<file path="src/rtl/multicycle_controller.sv">
// multicycle_controller: multicycle MIPS control unit, a Moore FSM that sequences the datapath enables
// plus the ALU decoder that turns op/funct into the 3-bit ALU function select.
module multicycle_controller #(
   parameter bit EXT_OPS = 1'b1
) (
   input  logic       clk,
   input  logic       reset,
   input  logic [5:0] op,
   input  logic [5:0] funct,
   input  logic       zero,
   output logic       iord,
   output logic       memwrite,
   output logic       irwrite,
   output logic       regdst,
   output logic       memtoreg,
   output logic       regwrite,
   output logic       alusrca,
   output logic [1:0] alusrcb,
   output logic [1:0] pcsrc,
   output logic       pcen,
   output logic [2:0] alucontrol,
   output logic [3:0] state
);
   localparam logic [3:0] S_FETCH   = 4'd0;
   localparam logic [3:0] S_DECODE  = 4'd1;
   localparam logic [3:0] S_MEMADR  = 4'd2;
   localparam logic [3:0] S_MEMRD   = 4'd3;
   localparam logic [3:0] S_MEMWB   = 4'd4;
   localparam logic [3:0] S_MEMWR   = 4'd5;
   localparam logic [3:0] S_RTYPEEX = 4'd6;
   localparam logic [3:0] S_RTYPEWB = 4'd7;
   localparam logic [3:0] S_BEQEX   = 4'd8;
   localparam logic [3:0] S_ADDIEX  = 4'd9;
   localparam logic [3:0] S_ADDIWB  = 4'd10;
   localparam logic [3:0] S_JEX     = 4'd11;
   localparam logic [5:0] OP_LW   = 6'b100011;
   localparam logic [5:0] OP_SW   = 6'b101011;
   localparam logic [5:0] OP_R    = 6'b000000;
   localparam logic [5:0] OP_BEQ  = 6'b000100;
   localparam logic [5:0] OP_ADDI = 6'b001000;
   localparam logic [5:0] OP_J    = 6'b000010;

   logic [3:0] r_state;
   logic [3:0] w_next;
   logic       w_irwrite;
   logic       w_regwrite;
   logic       w_memwrite;
   logic       w_pcwrite;
   logic       w_branch;
   logic [1:0] w_aluop;
   logic [2:0] w_funct_ctl;

   always_ff @(posedge clk or posedge reset)
      if (reset) r_state <= S_FETCH;
      else       r_state <= w_next;

   always_comb begin
      w_next = S_FETCH;
      case (r_state)
         S_FETCH:   w_next = S_DECODE;
         S_DECODE:
            case (op)
               OP_LW, OP_SW: w_next = S_MEMADR;
               OP_R:         w_next = S_RTYPEEX;
               OP_BEQ:       w_next = S_BEQEX;
               OP_ADDI:      w_next = EXT_OPS ? S_ADDIEX : S_FETCH;
               OP_J:         w_next = EXT_OPS ? S_JEX : S_FETCH;
               default:      w_next = S_FETCH;
            endcase
         S_MEMADR:  w_next = (op == OP_LW) ? S_MEMRD : S_MEMWR;
         S_MEMRD:   w_next = S_MEMWB;
         S_RTYPEEX: w_next = S_RTYPEWB;
         S_ADDIEX:  w_next = S_ADDIWB;
         default:   w_next = S_FETCH;
      endcase
   end

   always_comb begin
      iord       = 1'b0;
      w_memwrite = 1'b0;
      w_irwrite  = 1'b0;
      regdst     = 1'b0;
      memtoreg   = 1'b0;
      w_regwrite = 1'b0;
      alusrca    = 1'b0;
      alusrcb    = 2'b00;
      pcsrc      = 2'b00;
      w_pcwrite  = 1'b0;
      w_branch   = 1'b0;
      w_aluop    = 2'b00;
      case (r_state)
         S_FETCH: begin
            w_irwrite = 1'b1;
            w_pcwrite = 1'b1;
            alusrcb   = 2'b01;
         end
         S_DECODE:  alusrcb = 2'b11;
         S_MEMADR, S_ADDIEX: begin
            alusrca = 1'b1;
            alusrcb = 2'b10;
         end
         S_MEMRD:   iord = 1'b1;
         S_MEMWB: begin
            w_regwrite = 1'b1;
            memtoreg   = 1'b1;
         end
         S_MEMWR: begin
            iord       = 1'b1;
            w_memwrite = 1'b1;
         end
         S_RTYPEEX: begin
            alusrca = 1'b1;
            w_aluop = 2'b10;
         end
         S_RTYPEWB: begin
            w_regwrite = 1'b1;
            regdst     = 1'b1;
         end
         S_BEQEX: begin
            alusrca  = 1'b1;
            w_aluop  = 2'b01;
            w_branch = 1'b1;
            pcsrc    = 2'b01;
         end
         S_ADDIWB:  w_regwrite = 1'b1;
         S_JEX: begin
            w_pcwrite = 1'b1;
            pcsrc     = 2'b10;
         end
         default: ;
      endcase
   end

   // unknown funct codes fall back to add so the ALU select is never X
   always_comb begin
      w_funct_ctl = funct == 6'b100010 ? 3'b110 :
                    funct == 6'b100100 ? 3'b000 :
                    funct == 6'b100101 ? 3'b001 :
                    funct == 6'b101010 ? 3'b111 : 3'b010;
      alucontrol  = w_aluop == 2'b01 ? 3'b110 :
                    w_aluop == 2'b10 ? w_funct_ctl : 3'b010;
   end

   // state-changing enables are held off for the whole time reset is high
   assign irwrite  = w_irwrite & ~reset;
   assign regwrite = w_regwrite & ~reset;
   assign memwrite = w_memwrite & ~reset;
   assign pcen     = ~reset & (w_pcwrite | (w_branch & zero));
   assign state    = r_state;
endmodule

</file>
<file path="config.mk">
export PLATFORM = sky130hd
export DESIGN_NAME = multicycle_controller
export DESIGN_NICKNAME = d
export VERILOG_FILES = /design/src/rtl/multicycle_controller.sv
export SDC_FILE = /design/constraint.sdc
export NUM_CORES = 1
export LEC_CHECK = 0
export BUFFER_PORTS_ARGS = -buffer_cell sky130_fd_sc_hd__buf_2
export CORE_AREA = 2 2 39 41
export CTS_CLUSTER_DIAMETER = 30
export DETAILED_ROUTE_END_ITERATION = 8
export DIE_AREA = 0 0 41 43
export HOLD_SLACK_MARGIN = 0.12
export MAX_ROUTING_LAYER = met4
export PLACE_DENSITY = 0.78
export RECOVER_POWER = 50
export SLEW_MARGIN = 5
export SYNTH_ARGS = -nofsm -noshare
export SYNTH_HDL_FRONTEND = slang
export SYNTH_SLANG_ARGS = --single-unit
</file>
<file path="constraint.sdc">
create_clock -name clk -period 3.6 [get_ports clk]
set_clock_uncertainty 0.2 [all_clocks]
set_input_delay 0.54 -clock clk [delete_from_list [all_inputs] [get_ports clk]]
set_output_delay 0.54 -clock clk [all_outputs]
set_load 0.02 [all_outputs]
</file>
Word-level counts from Yosys, hierarchy flattened --
Cells that the tools add are included.
Operators by class: order comparisons 0, shift operators 0, multiplexer cells 21, multiply operators 0, equal/unequal tests 22, divide/modulo/power cells 0, reduce and logical (&&, ||, !) cells 8, bitwise gates (word level) 7, $add $sub $neg 0
Operators by type and width (count):
- $eq A6 B6 Y1 const B | 6
- $pmux W4 S6 | 1
- $mux W3 | 7
- $pmux W4 S5 | 1
- $eq A4 B3 Y1 const B | 4
- $eq A4 B4 Y1 const B | 4
- $mux W1 | 9
- $eq A4 B2 Y1 const B | 2
- $pmux W2 S2 | 2
- $reduce_or A2 Y1 | 4
- $eq A6 B2 Y1 const B | 1
- $eq A6 B3 Y1 const B | 1
- $eq A6 B4 Y1 const B | 1
- $logic_not A6 Y1 | 1
- $pmux W2 S3 | 1
- $and A1 B1 Y1 | 5
- $eq A4 B1 Y1 const B | 1
- $logic_not A4 Y1 | 1
- $reduce_or A4 Y1 | 1
- $reduce_or A3 Y1 | 1
- $eq A2 B1 Y1 const B | 1
- $eq A2 B2 Y1 const B | 1
- $not A1 Y1 | 1
- $or A1 B1 Y1 | 1
Storage, ports and cells: bits in latches 0, input bits 15, bits in writable memories 0, bits in read-only memories 0, memories 0, output and inout port bits 19, register bits 4

Longest topological paths before layout --
Gate-level depths: netlist of the first run.
depth after elaboration 7, mapped depth 5

Least setup slack after synthesis of the first run --
OpenSTA, ideal clock, no wires.
path kind register to output, start register r_state[3] (netlist: state[3]), end output regwrite, arrival 1.679 ns, slack 1.181 ns, data required time 2.860 ns, cell stages (with the launch flop) 6, buffers on the path 1, cell sequence dfrtp_1 -> buf_6 -> nand2b_4 -> nor3_1 -> a21oi_1 -> nor2_1
Between the ends: longest elaborated chain between the ends 4, elaborated cells on any way between the ends 6, those cells by class 3 x eq/ne; 1 x mux; 1 x bitwise; 1 x reduce/logical
RTL lines:
- from (decl) | RTL line 43 | logic [3:0] r_state;
- from (signal assigned) | RTL line 55 | else r_state <= w_next;
- $eq A4 B4 Y1 or $eq A4 B3 Y1 (tied branches) | RTL line 91 | case (r_state)
- $reduce_or A3 Y1 (no line) (*)
- $mux W1 (*) | RTL line 91
- $and A1 B1 Y1 (*) | RTL line 146 | assign regwrite = w_regwrite & ~reset;
- to (decl) | RTL line 16 | output logic regwrite,
Mark *: on every way between the ends. The rest lies on a longest branch, timed or not.

Final worst setup path of the first run --
start register r_state[1] (netlist: state[1]), end output alusrcb[1]
Between the ends: longest elaborated chain between the ends 3, elaborated cells on any way between the ends 6, those cells by class 3 x eq/ne; 1 x mux; 2 x reduce/logical
RTL lines:
- $eq A4 B4 Y1 or $eq A4 B2 Y1 (tied branches) | RTL line 91
- $reduce_or A2 Y1
- $pmux W2 S3 (*) | RTL line 91
- to (decl) | RTL line 18 | output logic [1:0] alusrcb,
Marked as above.

==> results.ini, run 1 <==
[run_status]
status = finished clean

[drt]
drt_iter0_drc = 9
viasPerCell = 5.269
drt-pass1-iter-count = 4
drc = 0
ant_nets = 0
wl_per_cell_um = 10.97
wl_um = 1306
routed-via-count = 627

[cells_and_area]
largest_reg_flops = 4
fillers = 143
area_growth_pct = 32.77
drive_gt1_frac = 0.3689
n_antenna_cell = 0
fin_nets = 120
seq_area_um2 = 100.1
fin_area_um2 = 684.4
multi_input_area_um2 = 362.8

[clock_network]
clkLatencyLatePin_ns = 0.24
htree_levels = 1
tritoncts = built
ctsHoldBuffers = 1
ctsResizeCount = 0
numCtsBuffers = 3
cts.path.max_buffers = 2
post_cts_buffers = 0
cts.sink_count = 4
cts_root_buffer = clkbuf_4
path_clk_slew_ns = 0.04

[sta]
final_max_slew_viol_count = 0
holdWs_ns = 0.3446
period_share = 0.6809
finalHoldViolations = 0
slew_headroom = 0.6845
finalCriticalPeriod_ns = 2.451
finalSetupTns_ns = 0
worst_pin_slew_ns = 0.4732
setup_violations = 0
grt_setup_unrepaired = false
fmax_ghz = 0.4080

[logic_synthesis]
syn_avg_cell_area_um2 = 7.364
syn-cell-area_um2 = 515.5
yosysWarnings = 0
synth_common_cells = nor2_1, nand2_1, a21oi_1
synth_top_cell_by_area = dfrtp_1
ys_seq_area_frac = 0.1942
synth-edff-count = 0
netlist_top_cells_area = dfrtp_1, nor2_1, a21oi_1, buf_6, nor3_1
ys_types = 29
postSynth.asyncResetShare = 1.000
synth_cells = 70
synth_top_area_frac = 0.1942
yosysMostFrequentCell = nor2_1
ys_seq_elements = 4
syn_nets = 85
ys.flop_type = dfrtp_1

[global_route]
antenna_found_initial = 0
grt_overflow_total = 0
grt_pass1_vias = 519
grt_pass1_wl_um = 1994
grt_usage = 0.1694
grt_max_degree = 14

[critical_path]
crit_end = alusrcb[1]
regToRegStartpoint = state[1]$_DFF_PP0_
r2r-end = state[3]$_DFF_PP0_
crit_arrival_ns = 1.71
startpoint_type = register
endpoint_kind = primary output
rr_worst_depth = 4
worstSetupPathType = reg2out
cp_max_fo = 13
worstSetupStartpoint = state[1]$_DFF_PP0_
r2r_slack_ns = 1.98
crit_required_ns = 2.86

[floorplanning]
die_h_um = 43
core_um2 = 1384
die_w_um = 41
dieArea_um2 = 1763
io_pins = 34
start_util = 0.3725
num_rows = 14

[min_path]
worst_hold_startpoint = op[4]
whs_path_depth = 2
hold_path.class = in2reg

[placed_design]
gp_congestion = 0.8282
placed_cell_area_um2 = 661.9
hpwl_um = 1058
port-buffer-count = 33

[power_and_ir_drop]
power.density_nw_per_um2 = 496.2
p_leak_nw = 0.3167
p_total_uw = 339.6
vdd_drop_max_v = 0.0003183

[run]
drv_cap = 0

[area by class of cell]
class	count	area share
tap	16	0.02925
timing repair buffer	34	0.2450
sequential	4	0.1463
clock buffer	3	0.03291
inverter	3	0.01645
multi-input combinational	59	0.5302
[metal layers]
metal	share of wire	vias up	track usage
li1	-	318	-
met1	0.45	277	0.1954
met2	0.46	32	0.2688
met3	0.090	0	0.07853
met4	0	0	0.02000
met5	0	-	-
[stage by stage]
step	setup slack, ns	cells	util
after floorplan	1.181	70	-
after global placement	1.430	115	0.4783
after detailed placement	1.402	115	0.4783
after CTS	1.140	119	0.5018
after global routing	1.005	119	0.4946
final	1.149	119	0.4946
[where the power goes]
part / switching, mW / total (mW) / internal (mW)
combinational: 0.118 / 0.188 / 0.0701
clock: 0.0184 / 0.0557 / 0.0373
sequential: 0.0410 / 0.0962 / 0.0552
[worst max-delay path, cell delays in order, from the launching register on]
cell	delay (ns)
dfrtp_1	0.57
inv_1	0.17
or3_1	0.41
a21oi_1	0.14
buf_2	0.18
[logic make-up after synthesis]
family,after synthesis,share of synthesized area
AND/OR/NAND/NOR,38,0.4296
multiplexers,1,0.01942
AO/OA/AOI/OAI,17,0.2087
flip-flops,4,0.1942
buffers and inverters,7,0.09707
XOR/XNOR,3,0.05098
[cells in the final DEF, fill, tap and decap left out]
cell | netlist | final
inv_1 | 3 | 3
a221oi_1 | 1 | 1
or2_1 | 1 | 1
nor2_1 | 10 | 11
nor3b_1 | 2 | 2
nand3_2 | 1 | 1
mux2i_1 | 1 | 1
buf_2 | 1 | 27
nor3_4 | 1 | 1
nand2b_2 | 1 | 1
nand2b_4 | 2 | 2
a211o_2 | 1 | 1
a32oi_1 | 1 | 1
a41o_2 | 1 | 1
or3_1 | 2 | 2
a21oi_1 | 7 | 7
dfrtp_1 | 4 | 4
nand2_1 | 8 | 8
dlygate4sd3_1 | 0 | 1
clkbuf_1 | 0 | 6
xnor2_1 | 1 | 1
nand3_1 | 1 | 1
o32ai_1 | 1 | 1
clkbuf_4 | 0 | 3
xor2_1 | 2 | 2
nor3_1 | 6 | 6
nand4_1 | 1 | 1
nor3_2 | 1 | 1
o21ai_0 | 3 | 5
[worst min path at each step]
stage | end | slack (ns)
after floorplan | state[0]$_DFF_PP0_ | 0.11
after global placement | state[1]$_DFF_PP0_ | 0.27
after detailed placement | state[0]$_DFF_PP0_ | 0.28
after CTS | state[3]$_DFF_PP0_ | 0.33
after global routing | state[3]$_DFF_PP0_ | 0.34
final | state[3]$_DFF_PP0_ | 0.34
No activity file was read; power rests on OpenSTA's default activity.
==> run 2, diff against run 1 <==
Settings changed: ABC_AREA from default to 1, CORE_AREA 2 2 39 41 to default, CORE_MARGIN from default to 1, CORE_UTILIZATION from default to 36, DIE_AREA 0 0 41 43 to default, PLACE_DENSITY 0.78 to 0.76.
Clock period 3.6 ns to 2.25 ns, I/O delays scaled along.
==> results.ini, run 2 <==
[sta]
final_max_slew_viol_count = 0  ; unchanged
finalSetupTns_ns = 0  ; unchanged
grt_setup_unrepaired = false
finalHoldViolations = 0  ; unchanged
slew_headroom = 0.8060  ; +0.1215
worst_pin_slew_ns = 0.2899  ; -0.1833 ns
holdWs_ns = 0.2655  ; -0.07910 ns
setup_violations = 0  ; unchanged
period_share = 0.8865
finalCriticalPeriod_ns = 1.995
fmax_ghz = 0.5014

[logic_synthesis]
ys_types = 13  ; -55%
yosysWarnings = 0  ; unchanged
synth_top_area_frac = 0.1928  ; -0.001404
postSynth.asyncResetShare = 1.000  ; unchanged
yosysMostFrequentCell = nand2_1
synth_cells = 98  ; +40%
synth-edff-count = 0  ; unchanged
post_synth_fa_ha_maj_area_fraction = 0  ; unchanged
syn_nets = 113  ; +33%
ys_seq_elements = 4  ; unchanged
ys_seq_area_frac = 0.1928  ; -0.001404
synth-xor-area-share = 0  ; -0.05097
syn_avg_cell_area_um2 = 5.298  ; -28%
synth-simple-area-share = 0.5880  ; +0.1583
ys.flop_type = dfrtp_1
synth_top_family_by_area = simple AND/OR/NAND/NOR gates
synth_top_cell_by_area = dfrtp_1
synth_common_cells = nand2_1, nor2_1, inv_1
netlist_top_cells_area = dfrtp_1, nand2_1, nor2_1, nand3_1, inv_1
synthMuxAreaShare = 0  ; -0.01942
syn-cell-area_um2 = 519.2  ; +0.73%
synth-compound-area-share = 0.06747  ; -0.1413

[drt]
drt_iter0_drc = 12  ; +3
ant_nets = 0  ; unchanged
viasPerCell = 4.687  ; -11%
drc = 0  ; unchanged
routed-via-count = 703  ; +12%
wl_um = 1344  ; +2.9%
drt-pass1-iter-count = 4  ; unchanged
wl_per_cell_um = 8.960  ; -18%

[clock_network]
post_cts_buffers = 0  ; unchanged
numCtsBuffers = 3  ; unchanged
htree_levels = 1  ; unchanged
cts.sink_count = 4  ; unchanged
cts.path.max_buffers = 2  ; unchanged
tritoncts = built
ctsResizeCount = 0  ; unchanged
path_clk_slew_ns = 0.03  ; about the same
cts_root_buffer = clkbuf_4
clkLatencyLatePin_ns = 0.24  ; about the same
ctsHoldBuffers = 1  ; unchanged

[floorplanning]
die_h_um = 39.98  ; -7.0%
die_w_um = 39.98  ; -2.5%
core_um2 = 1318  ; -4.8%
start_util = 0.3941  ; +0.02160
io_pins = 34  ; unchanged
num_rows = 13  ; -1
dieArea_um2 = 1598  ; -9.3%

[critical_path]
r2r_slack_ns = 0.86  ; -1.12 ns
regToRegStartpoint = state[2]$_DFF_PP0_
crit_end = pcen
worstSetupPathType = reg2out
rr_worst_depth = 7  ; +3
crit_required_ns = 1.71  ; -1.15 ns
cp_max_fo = 5  ; -8
worstSetupStartpoint = state[2]$_DFF_PP0_
r2r-end = state[1]$_DFF_PP0_
crit_arrival_ns = 1.46  ; -0.25 ns
startpoint_type = register
endpoint_kind = primary output

[cells_and_area]
final_cell_mix = buf_2, nand2_1, nor2_1, inv_1, nand3_1
final_util = 0.5489  ; +0.05433
fin_nets = 152  ; +27%
largest_reg_flops = 4  ; unchanged
layout.cells.non_filler = 150  ; +26%
n_antenna_cell = 0  ; unchanged
area_growth_pct = 39.28
final_common_cell = buf_2
drive_gt1_frac = 0.3111  ; -0.05782

[global_route]
grt_pass1_vias = 559  ; +7.7%
grt_overflow_total = 0  ; unchanged
grt_pass1_wl_um = 2132  ; +6.9%
antenna_found_initial = 0  ; unchanged
grt_usage = 0.1967  ; +0.02724
grt_max_degree = 9  ; -5

[power_and_ir_drop]
p_total_uw = 561.4  ; +65%
swShare = 0.5424  ; +0.02139
p_leak_nw = 0.4582  ; +45%
p_comb_frac = 0.629  ; +0.076
clockPowerShare = 0.159  ; -0.005
vdd_drop_max_v = 0.0002937  ; -7.7%
p_int_uw = 256.9  ; +58%
pwr-share-seq = 0.212  ; -0.071
p_switching_uw = 304.5  ; +72%
power.density_nw_per_um2 = 776.3  ; +56%

[placed_design]
port-buffer-count = 33  ; unchanged
dp.cells = 146  ; +27%
hpwl_um = 1119  ; +5.7%
gp_congestion = 0.7226  ; -13%

[min_path]
hold_path.class = in2reg

[run]
drv_cap = 0  ; unchanged

[run_status]
status = finished clean

run 2: changes by cell type in the layout (fill, tap and decap cells not counted), sizes merged, moves of 3 or more:
cell / delta
a21oi: -4
inv: +18
nand2: +17
nand2b: -3
nand3: +12
nor2: +13
nor3: -8
run 2: layout make-up:
class,count,area [µm²]
Clock buffer,3,22.52
Fill cell,139,594.3
Inverter,21,78.83
Multi-Input combinational cell,73,335.3
Sequential cell,4,100.1
Tap cell,15,18.77
Timing Repair Buffer,34,167.7
run 2: routing by layer:
layer / part of all wire / vias to the layer above / GRT usage
li1: - / 377 / -
met1: 0.46 / 298 / 0.2373
met4: 0.0097 / 0 / 0.08621
met2: 0.48 / 26 / 0.3266
met3: 0.049 / 2 / 0.02222
met5: 0 / - / -
run 2: cell families after synthesis:
kind of cell / Yosys count
buf+inv: 21
flops: 4
compound gates: 7
simple gates: 66
run 2: how the worst min path moves through the flow:
stage	start	end	slack (ns)	depth (start not counted)
after detailed placement	reset	state[1]$_DFF_PP0_	0.07	2
after global routing	op[2]	state[2]$_DFF_PP0_	0.32	4
final	op[2]	state[2]$_DFF_PP0_	0.27	4
after floorplan	reset	state[0]$_DFF_PP0_	-0.09	1
after CTS	op[2]	state[2]$_DFF_PP0_	0.27	4
after global placement	reset	state[3]$_DFF_PP0_	0.07	2
run 2: per-stage QoR:
step                instance area, µm²  setup slack [ns]
floorplan                        519.2            0.3311
CTS                              735.7            0.2793
global placement                 703.2            0.5432
finish                           723.2            0.2554
global route                     723.2            0.1133
detailed placement               703.2            0.5378
run 2: critical path, cell delays in order, from the launching register on:
cell and delay (ns):
dfrtp_1 0.37, inv_1 0.16, nand2_1 0.15, inv_1 0.17, a21oi_1 0.08, a21oi_1 0.12, buf_2 0.17
run 2: power groups by stage:
stage | clock [mW] | sequential (mW) | combinational (mW)
floorplan | 0 | 0.136 | 0.238
global placement | 0 | 0.118 | 0.367
detailed placement | 0 | 0.119 | 0.364
CTS | 0.0887 | 0.118 | 0.367
global route | 0.0910 | 0.121 | 0.399
finish | 0.0891 | 0.119 | 0.353
==> run 3, diff against run 2 <==
Settings changed: CELL_PAD_IN_SITES_DETAIL_PLACEMENT from default to 1, CELL_PAD_IN_SITES_GLOBAL_PLACEMENT from default to 1, CORE_UTILIZATION 36 to 22.
==> results.ini, run 3 (synthesis gave the netlist of run 2 again) <==
[clock_network]
post_cts_buffers = 0  ; unchanged
clkLatencyLatePin_ns = 0.24  ; about the same
htree_levels = 1  ; unchanged
path_clk_slew_ns = 0.04  ; about the same
numCtsBuffers = 3  ; unchanged
cts.path.max_buffers = 2  ; unchanged
tritoncts = built
cts.sink_count = 4  ; unchanged
cts_root_buffer = clkbuf_4

[power_and_ir_drop]
p_leak_nw = 0.4582  ; unchanged
vdd_drop_max_v = 0.0002969  ; +1.1%
power.density_nw_per_um2 = 779.2  ; +0.38%

[drt]
drc = 0  ; unchanged
drt-pass1-iter-count = 6  ; +2
ant_nets = 0  ; unchanged
wl_um = 1719  ; +28%
routed-via-count = 725  ; +3.1%
wl_per_cell_um = 10.55  ; +18%
viasPerCell = 4.448  ; -5.1%
drt_iter0_drc = 15  ; +3

[critical_path]
cp_max_fo = 5  ; unchanged
r2r_slack_ns = 0.83  ; -0.03 ns
rr_worst_depth = 7  ; unchanged
startpoint_type = register
crit_end = irwrite
regToRegStartpoint = state[2]$_DFF_PP0_
crit_required_ns = 1.71  ; about the same
endpoint_kind = primary output
worstSetupStartpoint = state[2]$_DFF_PP0_
cp_cell_sequence = inv_1 -> nand2_1 -> inv_1 -> nand2_1 -> nor2_1 -> buf_2
max_stage_delay_ns = 0.38  ; about the same
r2r-end = state[3]$_DFF_PP0_
crit_arrival_ns = 1.48  ; +0.02 ns
worstSetupPathType = reg2out
cp_slowest_cell = dfrtp_1

[global_route]
busiest_layer = met2
grt_pass1_vias = 729  ; +30%
grt_max_degree = 9  ; unchanged
antenna_found_initial = 0  ; unchanged
grt_usage = 0.1574  ; -0.03924
use_met2 = 0.2822  ; -0.04439
gr-usage-met3 = 0.01818  ; -0.004040
grt_overflow_total = 0  ; unchanged
use_met1 = 0.1733  ; -0.06400
grt_pass1_wl_um = 2980  ; +40%

[sta]
setup_violations = 0  ; unchanged
worst_pin_slew_ns = 0.3120  ; +0.02211 ns
finalHoldViolations = 0  ; unchanged
final_max_slew_viol_count = 0  ; unchanged
grt_setup_unrepaired = false
finalSetupTns_ns = 0  ; unchanged
period_share = 0.8960  ; +0.009520
setup_ws_ns = 0.2340  ; -0.02142 ns
holdWs_ns = 0.2963  ; +0.03080 ns
fmax_ghz = 0.4960  ; -1.1%
finalCriticalPeriod_ns = 2.016  ; +0.02142 ns
slew_headroom = 0.7912  ; -0.01479

[placed_design]
preCtsSetupSlack_ns = 0.5153  ; -0.02252 ns
hpwl_um = 1491  ; +33%
gp_congestion = 0.8671  ; +20%
port-buffer-count = 33  ; unchanged

[cells_and_area]
fin_nets = 152  ; unchanged
drive_gt1_frac = 0.3111  ; unchanged
n_antenna_cell = 0  ; unchanged
final_cell_mix = buf_2, nand2_1, nor2_1, inv_1, nand3_1
largest_reg_flops = 4  ; unchanged
area_growth_pct = 42.41
final_common_cell = buf_2

[run]
drv_cap = 0  ; unchanged

[floorplanning]
dieArea_um2 = 2558  ; +60%
num_rows = 17  ; +4
start_util = 0.2347  ; -0.1594
core_um2 = 2212  ; +68%
io_pins = 34  ; unchanged
die_w_um = 50.58  ; +27%
die_h_um = 50.58  ; +27%

[run_status]
status = finished clean

[min_path]
hold_path.class = in2reg

## run 3: area by class of cell
cell class,instances,area (µm²)
Fill cell,329,1473
Multi-Input combinational cell,73,335.3
Timing Repair Buffer,34,167.7
Sequential cell,4,100.1
Inverter,21,78.83
Tap cell,28,35.03
Clock buffer,3,22.52
## run 3: per-stage QoR
stage / instance area, µm² / std cells / power (mW) / util
finish: 739.5 / 163 / 0.5762 / 0.3343
global route: 739.5 / 163 / 0.6295 / 0.3343
CTS: 752.0 / 163 / 0.5962 / 0.3399
detailed placement: 719.4 / 159 / 0.5001 / 0.3252
global placement: 719.4 / 159 / 0.4871 / 0.3252
floorplan: 519.2 / 98 / 0.3740 / -
## run 3: what timing repair did
| item | in CTS | in global routing |
|---|---|---|
| resized for setup | 0 | 0 |
| hold endpoints to repair | 4 | 0 |
| endpoints found under the setup margin | 0 | 0 |
| hold buffers | 1 | 0 |
## run 3: power breakdown
| group | total [mW] | switching [mW] | leakage, nW | internal (mW) |
|---|---|---|---|---|
| combinational | 0.367 | 0.259 | 0.391 | 0.108 |
| sequential | 0.119 | 0.0294 | 0.0532 | 0.0894 |
| clock | 0.0904 | 0.0306 | 0.0138 | 0.0597 |
## run 3: worst min path at each step
| stage | from | to | slack (ns) | cells after the start |
|---|---|---|---|---|
| 6_report | op[3] | state[0]$_DFF_PP0_ | 0.30 | 5 |
| 5_1_grt | op[4] | state[1]$_DFF_PP0_ | 0.35 | 6 |
| 4_1_cts | op[3] | state[0]$_DFF_PP0_ | 0.29 | 5 |
| 3_5_place_dp | reset | state[1]$_DFF_PP0_ | 0.08 | 2 |
| 3_3_place_gp | reset | state[1]$_DFF_PP0_ | 0.07 | 2 |
| 2_1_floorplan | reset | state[0]$_DFF_PP0_ | -0.09 | 1 |
## run 3: per-layer routing
layer,up-vias,wire [µm],part of all wire
li1,375,-,-
met5,-,0,0
met4,0,29,0.017
met1,329,733,0.43
met2,17,902,0.52
met3,4,53,0.031
## run 3: critical path, delay by kind of cell (launching register included)
| kind | cells | cell delay, ns |
|---|---|---|
| and+or+nand+nor | 3 | 0.36 |
| buffers and inverters | 3 | 0.50 |
| DFF | 1 | 0.38 |
